$ cat src/rtl/half_softmax_sched_pkg.sv
// Shared types and helpers for the half-precision softmax scheduler.
//   half_t    : one IEEE-754 binary16 value
//   HALF_ZERO : +0.0 in binary16, used as the reset value of vector registers
//   rr_index  : cyclic index helper for the round-robin arbiter
package half_softmax_sched_pkg;

    typedef logic [15:0] half_t;

    localparam half_t HALF_ZERO = 16'h0000;

    // Position 'off' steps after 'base' on a ring of 'n' requesters.
    function automatic int rr_index(input int base, input int off, input int n);
        return (base + off) % n;
    endfunction

endpackage

$ cat src/rtl/half_softmax_sched_if.sv
// Bundle of the requester, softmax-datapath and response signals of the
// scheduler.
//   req_valid / req_vector / req_ready : requester handshake (one-hot ready)
//   sm_start / sm_vector_a             : issue toward half_softmax_v
//   sm_done / sm_vector_c              : completion from half_softmax_v
//   rsp_valid / rsp_id / rsp_vector    : routed result, no backpressure
// slave  : the scheduler's view
// master : the environment's view (requesters + datapath + result sink)
interface half_softmax_sched_if #(
    parameter int NREQ  = 4,
    parameter int WIDTH = 8
);
    import half_softmax_sched_pkg::*;

    localparam int IDW = $clog2(NREQ);

    logic [NREQ-1:0]                   req_valid;
    half_t [NREQ-1:0][WIDTH-1:0]       req_vector;
    logic [NREQ-1:0]                   req_ready;
    logic                              sm_start;
    half_t [WIDTH-1:0]                 sm_vector_a;
    logic                              sm_done;
    half_t [WIDTH-1:0]                 sm_vector_c;
    logic                              rsp_valid;
    logic [IDW-1:0]                    rsp_id;
    half_t [WIDTH-1:0]                 rsp_vector;

    modport slave (
        input  req_valid, req_vector, sm_done, sm_vector_c,
        output req_ready, sm_start, sm_vector_a, rsp_valid, rsp_id, rsp_vector
    );

    modport master (
        output req_valid, req_vector, sm_done, sm_vector_c,
        input  req_ready, sm_start, sm_vector_a, rsp_valid, rsp_id, rsp_vector
    );

endinterface

$ cat src/rtl/half_softmax_sched_tag_fifo.sv
// Synchronous tag FIFO recording which requester owns each issued vector.
// Ports:
//   clk, rstn  : clock, synchronous active-low reset
//   push, push_data : write a tag
//   pop, pop_data   : read the oldest tag (pop_data valid whenever pop is legal)
//   full, empty, count : occupancy status, count in 0..DEPTH
// Push and pop together are accepted even when full or empty; when empty the
// pushed tag is forwarded straight to pop_data.
module half_softmax_sched_tag_fifo #(
    parameter int DEPTH = 8,
    parameter int DW    = 2
) (
    input  logic                     clk,
    input  logic                     rstn,
    input  logic                     push,
    input  logic [DW-1:0]            push_data,
    input  logic                     pop,
    output logic [DW-1:0]            pop_data,
    output logic                     full,
    output logic                     empty,
    output logic [$clog2(DEPTH):0]   count
);

    localparam int AW = $clog2(DEPTH);
    localparam int CW = AW + 1;

    logic [DW-1:0] mem_q [DEPTH];
    logic [DW-1:0] mem_d [DEPTH];
    logic [AW-1:0] wr_ptr_q, wr_ptr_d;
    logic [AW-1:0] rd_ptr_q, rd_ptr_d;
    logic [CW-1:0] count_q, count_d;
    logic          do_push_s, do_pop_s;

    assign full  = (count_q == CW'(DEPTH));
    assign empty = (count_q == {CW{1'b0}});
    assign count = count_q;

    // Oldest entry, or the incoming tag when the FIFO is empty.
    assign pop_data = empty ? push_data : mem_q[rd_ptr_q];

    // Next-state for storage, pointers and occupancy.
    always_comb begin
        do_push_s = push & (~full | pop);
        do_pop_s  = pop & (~empty | push);
        mem_d     = mem_q;
        wr_ptr_d  = wr_ptr_q;
        rd_ptr_d  = rd_ptr_q;
        if (do_push_s) begin
            mem_d[wr_ptr_q] = push_data;
            wr_ptr_d        = wr_ptr_q + AW'(1);
        end else begin
            wr_ptr_d = wr_ptr_q;
        end
        if (do_pop_s) begin
            rd_ptr_d = rd_ptr_q + AW'(1);
        end else begin
            rd_ptr_d = rd_ptr_q;
        end
        count_d = count_q + CW'(do_push_s) - CW'(do_pop_s);
    end

    // FIFO state registers.
    always_ff @(posedge clk) begin
        if (!rstn) begin
            for (int i = 0; i < DEPTH; i++) begin
                mem_q[i] <= {DW{1'b0}};
            end
            wr_ptr_q <= {AW{1'b0}};
            rd_ptr_q <= {AW{1'b0}};
            count_q  <= {CW{1'b0}};
        end else begin
            mem_q    <= mem_d;
            wr_ptr_q <= wr_ptr_d;
            rd_ptr_q <= rd_ptr_d;
            count_q  <= count_d;
        end
    end

endmodule

$ cat src/rtl/half_softmax_sched.sv
// Shares one half_softmax_v pipeline between NREQ requesters.
// Round-robin arbitration issues at most one vector per cycle, outstanding
// vectors are capped at MAX_INFLIGHT, and each issue's requester id is kept in
// an in-order tag FIFO so results are routed back to their owner.
// Ports:
//   clk, rstn  : clock, synchronous active-low reset
//   enable     : 0 blocks new grants; in-flight work still completes
//   bus        : requester handshake, datapath issue/completion, response
//   inflight   : issued-but-not-completed count
//   idle       : nothing outstanding, nothing being issued or returned
//   err_orphan : sticky, a completion arrived with no owner on record
module half_softmax_sched
    import half_softmax_sched_pkg::*;
#(
    parameter int NREQ         = 4,
    parameter int WIDTH        = 8,
    parameter int MAX_INFLIGHT = 8
) (
    input  logic                          clk,
    input  logic                          rstn,
    input  logic                          enable,
    half_softmax_sched_if.slave           bus,
    output logic [$clog2(MAX_INFLIGHT):0] inflight,
    output logic                          idle,
    output logic                          err_orphan
);

    localparam int IDW = $clog2(NREQ);
    localparam int CNTW = $clog2(MAX_INFLIGHT) + 1;
    localparam logic [CNTW:0] MAX_CREDIT = (CNTW + 1)'(MAX_INFLIGHT);

    typedef half_t [WIDTH-1:0] vec_t;

    logic [IDW-1:0]  rr_ptr_q, rr_ptr_d;
    logic            sm_start_q, sm_start_d;
    vec_t            sm_vec_a_q, sm_vec_a_d;
    logic [IDW-1:0]  tag_q, tag_d;
    logic            rsp_valid_q, rsp_valid_d;
    logic [IDW-1:0]  rsp_id_q, rsp_id_d;
    vec_t            rsp_vec_q, rsp_vec_d;
    logic            err_orphan_q, err_orphan_d;
    logic            idle_q, idle_d;

    logic [CNTW-1:0] fifo_count_s;
    logic            fifo_full_s, fifo_empty_s;
    logic [IDW-1:0]  fifo_pop_data_s;
    logic            push_s, pop_s, orphan_s;
    logic [CNTW:0]   pending_s;
    logic            credit_ok_s;
    logic            hs_s;
    logic [IDW-1:0]  grant_idx_s;
    logic [NREQ-1:0] grant_s;
    logic [CNTW-1:0] inflight_next_s;

    // Credit includes the issue sitting in the sm_start register, which is
    // not yet in the tag FIFO; this keeps inflight from ever passing the cap.
    always_comb begin
        pending_s   = {1'b0, fifo_count_s} + {{CNTW{1'b0}}, sm_start_q};
        credit_ok_s = (pending_s < MAX_CREDIT);
    end

    // Round-robin arbiter: first valid requester at or after rr_ptr.
    always_comb begin
        hs_s        = 1'b0;
        grant_idx_s = {IDW{1'b0}};
        grant_s     = {NREQ{1'b0}};
        if (rstn && enable && credit_ok_s) begin
            for (int i = 0; i < NREQ; i++) begin
                if (!hs_s && bus.req_valid[rr_index(int'(rr_ptr_q), i, NREQ)]) begin
                    hs_s        = 1'b1;
                    grant_idx_s = IDW'(rr_index(int'(rr_ptr_q), i, NREQ));
                end
            end
        end else begin
            hs_s = 1'b0;
        end
        if (hs_s) begin
            grant_s[grant_idx_s] = 1'b1;
        end else begin
            grant_s = {NREQ{1'b0}};
        end
    end

    // Issue register next-state: capture the granted vector and its owner.
    always_comb begin
        sm_start_d = hs_s;
        sm_vec_a_d = sm_vec_a_q;
        tag_d      = tag_q;
        rr_ptr_d   = rr_ptr_q;
        if (hs_s) begin
            sm_vec_a_d = bus.req_vector[grant_idx_s];
            tag_d      = grant_idx_s;
            rr_ptr_d   = IDW'(rr_index(int'(grant_idx_s), 1, NREQ));
        end else begin
            rr_ptr_d = rr_ptr_q;
        end
    end

    // Completion handling. A done with an empty FIFO is only legal when the
    // matching tag is being pushed in the same cycle (forwarded by the FIFO).
    always_comb begin
        push_s       = sm_start_q & (~fifo_full_s | bus.sm_done);
        pop_s        = bus.sm_done & (~fifo_empty_s | push_s);
        orphan_s     = bus.sm_done & fifo_empty_s & ~push_s;
        rsp_valid_d  = pop_s;
        rsp_id_d     = rsp_id_q;
        rsp_vec_d    = rsp_vec_q;
        if (pop_s) begin
            rsp_id_d  = fifo_pop_data_s;
            rsp_vec_d = bus.sm_vector_c;
        end else begin
            rsp_id_d  = rsp_id_q;
            rsp_vec_d = rsp_vec_q;
        end
        err_orphan_d    = err_orphan_q | orphan_s;
        inflight_next_s = fifo_count_s + CNTW'(push_s) - CNTW'(pop_s);
        idle_d          = (inflight_next_s == {CNTW{1'b0}}) & ~sm_start_d & ~rsp_valid_d;
    end

    // Issue, response and status registers.
    always_ff @(posedge clk) begin
        if (!rstn) begin
            rr_ptr_q     <= {IDW{1'b0}};
            sm_start_q   <= 1'b0;
            sm_vec_a_q   <= {WIDTH{HALF_ZERO}};
            tag_q        <= {IDW{1'b0}};
            rsp_valid_q  <= 1'b0;
            rsp_id_q     <= {IDW{1'b0}};
            rsp_vec_q    <= {WIDTH{HALF_ZERO}};
            err_orphan_q <= 1'b0;
            idle_q       <= 1'b1;
        end else begin
            rr_ptr_q     <= rr_ptr_d;
            sm_start_q   <= sm_start_d;
            sm_vec_a_q   <= sm_vec_a_d;
            tag_q        <= tag_d;
            rsp_valid_q  <= rsp_valid_d;
            rsp_id_q     <= rsp_id_d;
            rsp_vec_q    <= rsp_vec_d;
            err_orphan_q <= err_orphan_d;
            idle_q       <= idle_d;
        end
    end

    half_softmax_sched_tag_fifo #(
        .DEPTH (MAX_INFLIGHT),
        .DW    (IDW)
    ) u_tag_fifo (
        .clk       (clk),
        .rstn      (rstn),
        .push      (push_s),
        .push_data (tag_q),
        .pop       (pop_s),
        .pop_data  (fifo_pop_data_s),
        .full      (fifo_full_s),
        .empty     (fifo_empty_s),
        .count     (fifo_count_s)
    );

    assign bus.req_ready   = grant_s;
    assign bus.sm_start    = sm_start_q;
    assign bus.sm_vector_a = sm_vec_a_q;
    assign bus.rsp_valid   = rsp_valid_q;
    assign bus.rsp_id      = rsp_id_q;
    assign bus.rsp_vector  = rsp_vec_q;
    assign inflight        = fifo_count_s;
    assign idle            = idle_q;
    assign err_orphan      = err_orphan_q;

endmodule
$ cat src/flat_wrapper.sv
// flat-port wrapper written by rule: the top's interface ports become plain ports
module half_softmax_sched_flat import half_softmax_sched_pkg::*;
#(
    parameter int NREQ         = 4,
    parameter int WIDTH        = 8,
    parameter int MAX_INFLIGHT = 8
)
  (clk, rstn, enable, inflight, idle, err_orphan, bus_req_valid, bus_req_vector, bus_sm_done, bus_sm_vector_c, bus_req_ready, bus_sm_start, bus_sm_vector_a, bus_rsp_valid, bus_rsp_id, bus_rsp_vector);
  half_softmax_sched_if #(.NREQ(NREQ), .WIDTH(WIDTH)) bus_i ();
  input  logic clk;
  input  logic rstn;
  input  logic enable;
  output logic [$clog2(MAX_INFLIGHT):0] inflight;
  output logic idle;
  output logic err_orphan;
  input wire logic [$bits(bus_i.req_valid)-1:0] bus_req_valid;
  input wire logic [$bits(bus_i.req_vector)-1:0] bus_req_vector;
  input wire logic [$bits(bus_i.sm_done)-1:0] bus_sm_done;
  input wire logic [$bits(bus_i.sm_vector_c)-1:0] bus_sm_vector_c;
  output wire logic [$bits(bus_i.req_ready)-1:0] bus_req_ready;
  output wire logic [$bits(bus_i.sm_start)-1:0] bus_sm_start;
  output wire logic [$bits(bus_i.sm_vector_a)-1:0] bus_sm_vector_a;
  output wire logic [$bits(bus_i.rsp_valid)-1:0] bus_rsp_valid;
  output wire logic [$bits(bus_i.rsp_id)-1:0] bus_rsp_id;
  output wire logic [$bits(bus_i.rsp_vector)-1:0] bus_rsp_vector;
  assign bus_i.req_valid = bus_req_valid;
  assign bus_i.req_vector = bus_req_vector;
  assign bus_i.sm_done = bus_sm_done;
  assign bus_i.sm_vector_c = bus_sm_vector_c;
  assign bus_req_ready = bus_i.req_ready;
  assign bus_sm_start = bus_i.sm_start;
  assign bus_sm_vector_a = bus_i.sm_vector_a;
  assign bus_rsp_valid = bus_i.rsp_valid;
  assign bus_rsp_id = bus_i.rsp_id;
  assign bus_rsp_vector = bus_i.rsp_vector;
  half_softmax_sched #(.NREQ(NREQ), .WIDTH(WIDTH), .MAX_INFLIGHT(MAX_INFLIGHT)) u_core (.clk(clk), .rstn(rstn), .enable(enable), .bus(bus_i), .inflight(inflight), .idle(idle), .err_orphan(err_orphan));
endmodule
$ cat config.mk
export PLATFORM = sky130hd
export DESIGN_NAME = half_softmax_sched_flat
export DESIGN_NICKNAME = d
export VERILOG_FILES = /design/src/rtl/half_softmax_sched_pkg.sv /design/src/rtl/half_softmax_sched_if.sv /design/src/rtl/half_softmax_sched_tag_fifo.sv /design/src/rtl/half_softmax_sched.sv /design/src/flat_wrapper.sv
export SDC_FILE = /design/constraint.sdc
export NUM_CORES = 1
export LEC_CHECK = 0
export ABC_CLOCK_PERIOD_IN_PS = 3500
export BUFFER_PORTS_ARGS = -buffer_cell sky130_fd_sc_hd__buf_2
export CAP_MARGIN = 20
export CORE_AREA = 2 2 359 361
export DETAILED_ROUTE_END_ITERATION = 8
export DIE_AREA = 0 0 361 363
export SYNTH_ARGS = -nofsm -noshare
export SYNTH_HDL_FRONTEND = slang
export SYNTH_HIERARCHICAL = 1
export SYNTH_SLANG_ARGS = --single-unit
$ cat constraint.sdc
create_clock -name clk -period 3.5 [get_ports clk]
set_clock_uncertainty 0.1 [all_clocks]
set_input_delay 0.175 -clock clk [delete_from_list [all_inputs] [get_ports clk]]
set_output_delay 0.175 -clock clk [all_outputs]
set_load 0.005 [all_outputs]
Word level (Yosys, flattened, before mapping)
Cells that the tools add are included.
{ "classes": {"eq_ne": 1, "muxes": 36, "n_reduce_logical": 15, "bitwise_logic": 22, "n_lt_le_gt_ge": 10, "addsub": 11} }
{ "op_table": {"columns": ["op", "n"], "rows": [
  ["$bmux 128 s2", 1],
  ["$mux 128", 1],
  ["$mux 2", 9],
  ["$bwmux 16", 1],
  ["$mux 1", 16],
  ["$lt 3x4->1 const B", 3],
  ["$add 4x1->4", 2],
  ["$and 1x1->1", 8],
  ["$bmux 1 s2", 4],
  ["$ge 4x4->1 const B", 2],
  ["$logic_not 4->1", 2],
  ["$not 3->4", 2],
  ["$sub 4x1->4", 2],
  ["$logic_and 1x1->1", 7],
  ["$add 3x1->3 const B", 2],
  ["$bmux 2 s3", 1],
  ["$demux 2 s3", 1],
  ["$lt 2x3->1 const B", 2],
  ["$reduce_or 2->1", 3],
  ["$add 4x1->5", 1],
  ["$lt 5x4->1 const B", 1],
  ["$not 1->1", 5],
  ["$add 2x1->2 const B", 2],
  ["$add 2x2->2 const B", 2],
  ["other kinds (8)", 15]
]} }
{ "word_totals": {"ff_bits": 292, "in_bits": 648, "elab_cells": 129, "output_inout_bits": 270} }

Depth between registers and ports, before layout
{ "depth": {"ltp_word": 22, "mapped_depth": 17, "ltp_nobuf": 16} }

Cells and area by module
The synthesis kept the hierarchy.
{ "by_module_without_submodules": {"columns": ["module", "area_each_um2", "n_inst", "cells_per_inst", "seq_area_each_um2"], "rows": [
  ["half_softmax_sched", 14139.8, 1, 1485, 5325.1],
  ["half_softmax_sched_tag_fifo", 1366.3, 1, 141, 520.5]
]} }

Worst setup path after synthesis
No wires, ideal clock.
{ "synth_timing": {"path_kind": "register to register", "start": "reg u_core.u_tag_fifo.count_q[2], in the netlist u_core/u_tag_fifo/count[2]", "end": "reg u_core.u_tag_fifo.count_q[2], in the netlist u_core/u_tag_fifo/count[2]", "setup_time_ns": 0.115, "path_buffers": 1, "stages_incl_launch_ff": 18, "t_arrival_ns": 3.536, "t_required_ns": 3.285, "synth_period_minus_slack_ns": 3.751, "setup_slack_ns": -0.251, "cell_sequence": "dfxtp_1 > inv_1 > ha_1 > or3b_1 > inv_1 > nand2b_1 > nand2_1 > clkinv_1 > clkbuf_1 > or4b_4 > nand2_4 > ha_1 > inv_1 > ha_1 > inv_1 > fa_1 > xnor2_1 > and2_1"} }
{ "synth_via": {"elab_cells_between_ends": 13, "classes_between": "add/sub: 2; eq/ne: 1; bitwise: 9; reduce/logical: 1"} }
{ "synth_lines": {"columns": ["item", "line", "text"], "rows": [
  ["start, declared", "half_softmax_sched_tag_fifo.sv:31", "logic [CW-1:0] count_q, count_d;"],
  ["start signal, assigned", "half_softmax_sched_tag_fifo.sv:70", "count_q <= {CW{1'b0}};"],
  ["start signal, assigned", "half_softmax_sched_tag_fifo.sv:75", "count_q <= count_d;"],
  ["$logic_not 4->1 (*)", "half_softmax_sched_tag_fifo.sv:35", "assign empty = (count_q == {CW{1'b0}});"],
  ["named net u_core.fifo_empty_s", "half_softmax_sched.sv:45", "logic fifo_full_s, fifo_empty_s;"],
  ["$not 1->1 (*)", "half_softmax_sched.sv:103", "pop_s = bus.sm_done & (~fifo_empty_s | push_s);"],
  ["$or 1x1->1 (*)", "half_softmax_sched.sv:103", null],
  ["$and 1x1->1 (*)", "half_softmax_sched.sv:103", null],
  ["named net u_core.pop_s", "half_softmax_sched.sv:47", "logic push_s, pop_s, orphan_s;"],
  ["$or 1x1->1", "half_softmax_sched_tag_fifo.sv:43", "do_push_s = push & (~full | pop);"],
  ["$and 1x1->1", "half_softmax_sched_tag_fifo.sv:43", null],
  ["$add 4x1->4", "half_softmax_sched_tag_fifo.sv:59", "count_d = count_q + CW'(do_push_s) - CW'(do_pop_s);"],
  ["$sub 4x1->4 (*)", "half_softmax_sched_tag_fifo.sv:59", null]
]} }
The timed path passes the listed nets; every way through them passes the cells marked *.
A chain may end at the register's enable or synchronous reset.

Final worst setup path
{ "layout_timing": {"start": "reg u_core.rr_ptr_q[0]", "end": "reg u_core.sm_vec_a_q (netlist bit u_core/bus.sm_vector_a[21])"} }
{ "layout_via": {"elab_chain_len": 18, "elab_cells_between_ends": 35, "classes_between": "add/sub: 3; mux: 26; reduce/logical: 6"} }
{ "layout_rtl": {"columns": ["item", "line", "text"], "rows": [
  ["start, declared", "half_softmax_sched.sv:34", "logic [IDW-1:0] rr_ptr_q, rr_ptr_d;"],
  ["start signal, assigned", "half_softmax_sched.sv:123", "rr_ptr_q <= {IDW{1'b0}};"],
  ["start signal, assigned", "half_softmax_sched.sv:133", "rr_ptr_q <= rr_ptr_d;"],
  ["parallel branches: the longest is 18 deep, another holds $add 2x1->2", null, null],
  ["end signal, assigned", "half_softmax_sched.sv:125", "sm_vec_a_q <= {WIDTH{HALF_ZERO}};"],
  ["end signal, assigned", "half_softmax_sched.sv:135", "sm_vec_a_q <= sm_vec_a_d;"],
  ["end, declared", "half_softmax_sched.sv:36", "vec_t sm_vec_a_q, sm_vec_a_d;"]
]} }
Parallel ways; which one is timed is not known. The select of a mux whose other input is x is not followed.

==> run metrics <==
outcome=completed; all-layer global routing usage=17.2%; Pint=0.00895 W; #FFs+latches synth=292; Distinct cells, synth=62; Peak Freq=297 MHz; share of the synthesized area in the top cell type=37.7%; TritonCTS clock tree=done; vias per cell=3.95; worst vdd ir=~0.00028 V; Row Count=131; DR pass1 iterations=5; Mapped Area=between 15000 and 20000 sq um; CP required=3880 ps; Ys Warns=6; IO buf count=slightly above 900; largest area contributor in the netlist=dfxtp_1; nets@finish=approximately 3.6k; starting density of the core=12.2%; Routed Antenna Nets=0; Critical Path End Type=flop; dpl hpwl=96500 microns; Setup crit start kind=flop; largest net degree at the start of global routing=151; Primary FF master, synth=dfxtp_1; total wire length=around 120000 microns; Finished Core Util=22.0%; WL/cell=~25 microns; Slew Limit Fails=0; average cell area after synthesis=9.54 sq um; Post-Syn Nets=2293; Sw Share=35.1%; CP Max Fanout=30; vias=18.5k; Syn-to-layout area delta=80.2%; commonest non-fill, non-tap cell in the layout=buf_2; initial antenna violation count=134; commonest cells after routing, fill and taps aside=buf_2 (916), dlygate4sd3_1 (419), nand2_1 (400); TritonCTS buffer count=42; Worst Reg-to-Reg Cells=9; Comb power frac=34.4%; crit share post-route=96.2%; Slew headroom=34.4%; first-pass GRT wire length=between 150000 and 200000 microns; via count of the first global-routing pass=around 18k; Slew @ Worst Pin=984 ps; max-capacitance violation count=0; Final Wtd Congestion=0.908; Placed Area=22000 sq um; FF-to-FF setup slack=about 130 ps; Sequential Power Share=30.5%; Die ar.=about 130000 sq um; top post-synthesis cells by area=dfxtp_1 (38%), nand2_1 (9.7%), mux2_4 (9.7%); core area=between 100000 and 150000 sq um; Seq/Total Area, Yosys=37.7%; PwrDens=494 nW/um^2; Switch Pwr=0.00485 W; Synth async-reset ratio=0%; Die W=361 microns; Clock Power Share=35.1%; I/O pin count=918; clock sinks=292; RSZ-0062 raised after global routing=false; DR iter-0 viols=1268; post-route design area=27900 sq um; total grt overflow=0; critical path arrival=3750 ps; hold path depth=5; Die Y-Extent=about 360 microns; CTS root buffer=clkbuf_16; Tot Pwr=roughly 0.014 W; final setup TNS=0 ps; HP Class=input pin to flop; DR DRC count=0; Worst-Skew Late Latency=620 ps; cell count after synthesis=between 1.5k and 2k; fin crit period=3370 ps; Hold Vio Cnt, Final=0; leakage=12.4 nW; Reg clk slew, reported paths=60 ps; Worst Setup Path Type=flop to flop; Clock Path Buffers=3; Post-synth EDFFs=0; htree depth=2; layout cells sized above 1=46.1%; final setup vio count=0
-- layout make-up --
| class | count | area [sq um] |
|---|---|---|
| Clock inverter | 18 | 305 |
| Timing Repair Buffer | 1392 | 9440 |
| Inverter | 16 | 62.6 |
| Multi-Input combinational cell | 1184 | 8850 |
| Fill cell | 13905 | 99100 |
| Antenna cell | 46 | 115 |
| Sequential cell | 292 | 5850 |
| Clock buffer | 60 | 1240 |
| Tap cell | 1662 | 2080 |
-- layer usage --
layer | vias up | wire length (microns) | GRT usage [%]
met5 | - | 288 | 0
met4 | 46 | 4260 | 6.15
met3 | 307 | 15000 | 8.98
met2 | 957 | 54600 | 28.1
met1 | 8798 | 44500 | 19.1
li1 | 8351 | - | -
-- synth_stat cells, types with 3 or more instances --
| library cell | count |
|---|---|
| inv_1 | 15 |
| mux2_4 | 100 |
| buf_12 | 11 |
| o221ai_2 | 100 |
| o221ai_1 | 28 |
| and2_1 | 12 |
| mux2_1 | 27 |
| xor2_1 | 3 |
| nand3_1 | 8 |
| buf_4 | 6 |
| nor2_1 | 123 |
| nand2_4 | 3 |
| xnor2_1 | 5 |
| o21ai_0 | 5 |
| o21ai_1 | 22 |
| ha_1 | 17 |
| buf_2 | 51 |
| dfxtp_1 | 292 |
| nand2b_1 | 3 |
| clkbuf_1 | 59 |
| o21ai_2 | 101 |
| nand2_1 | 401 |
| nor2b_1 | 7 |
| mux2i_1 | 32 |
| a21o_1 | 4 |
| a21oi_1 | 13 |
| a21boi_0 | 133 |
-- through the flow --
stage | hold WS (ps) | setup slack, ps | cells
detailed placement | 332 | 156 | 4119
CTS | 41.7 | 14.5 | 4616
global placement | 326 | 166 | 4119
floorplan | 220 | 22.7 | 1626
global route | 91.2 | 0.224 | 4646
finish | 97.0 | 132 | 4670
-- critical path, stage by stage (launching register included) --
cell	delay (ps)
dfxtp_1	400
nor2b_1	90
or4_4	580
nand2_8	330
buf_12	340
buf_4	220
mux2_4	310
o221ai_2	210
o21ai_2	60
dlygate4sd3_1	560
-- registers in the layout, indices dropped and copies added (netlist names) --
register	count
u_core/bus.sm_start	1
u_core/u_tag_fifo/mem_q	16
u_core/u_tag_fifo/count	4
u_core/u_tag_fifo/wr_ptr_q	3
u_core/err_orphan	1
u_core/bus.rsp_valid	1
u_core/idle	1
u_core/bus.rsp_id	2
u_core/tag_q	2
u_core/u_tag_fifo/rd_ptr_q	3
u_core/bus.sm_vector_a	128
u_core/rr_ptr_q	2
u_core/bus.rsp_vector	128
-- path summary, 6_finish.rpt --
| kind | start | to |
|---|---|---|
| hold reg to reg | u_core/bus.sm_vector_a[99] | u_core/bus.sm_vector_a[99] |
| setup reg to reg | u_core/rr_ptr_q[0] | u_core/bus.sm_vector_a[21] |
| setup / recovery | u_core/rr_ptr_q[0] | u_core/bus.sm_vector_a[21] |
| hold / removal | bus_req_valid[3] | u_core/tag_q[1] |
-- kinds of logic after synthesis --
| family | count (synthesis) | synth area share [%] |
|---|---|---|
| adder cells (fa/ha/maj) | 19 | 1.63 |
| buffers and inverters | 150 | 5.59 |
| XOR/XNOR | 8 | 0.452 |
| flip-flops | 292 | 37.7 |
| multiplexers | 162 | 14.1 |
| AO/OA/AOI/OAI | 417 | 25.4 |
| AND/OR/NAND/NOR | 578 | 15.1 |
-- power by group through the flow --
stage          sequential, W  combinational, W  clock (W)
6_report             0.00421           0.00474    0.00484
5_1_grt              0.00428           0.00515    0.00513
4_1_cts              0.00421           0.00474    0.00500
3_5_place_dp         0.00427           0.00410          0
3_3_place_gp         0.00425           0.00407          0
2_1_floorplan        0.00427           0.00207          0
-- what timing repair did --
action | CTS | global route
buffers inserted | 0 | 8
resized for setup | 0 | 2
endpoints found under the setup margin | 0 | 17
endpoints found under the hold margin | 263 | 0
hold buffers | 419 | 0
Note: power is estimated with default switching activity, not from simulation.
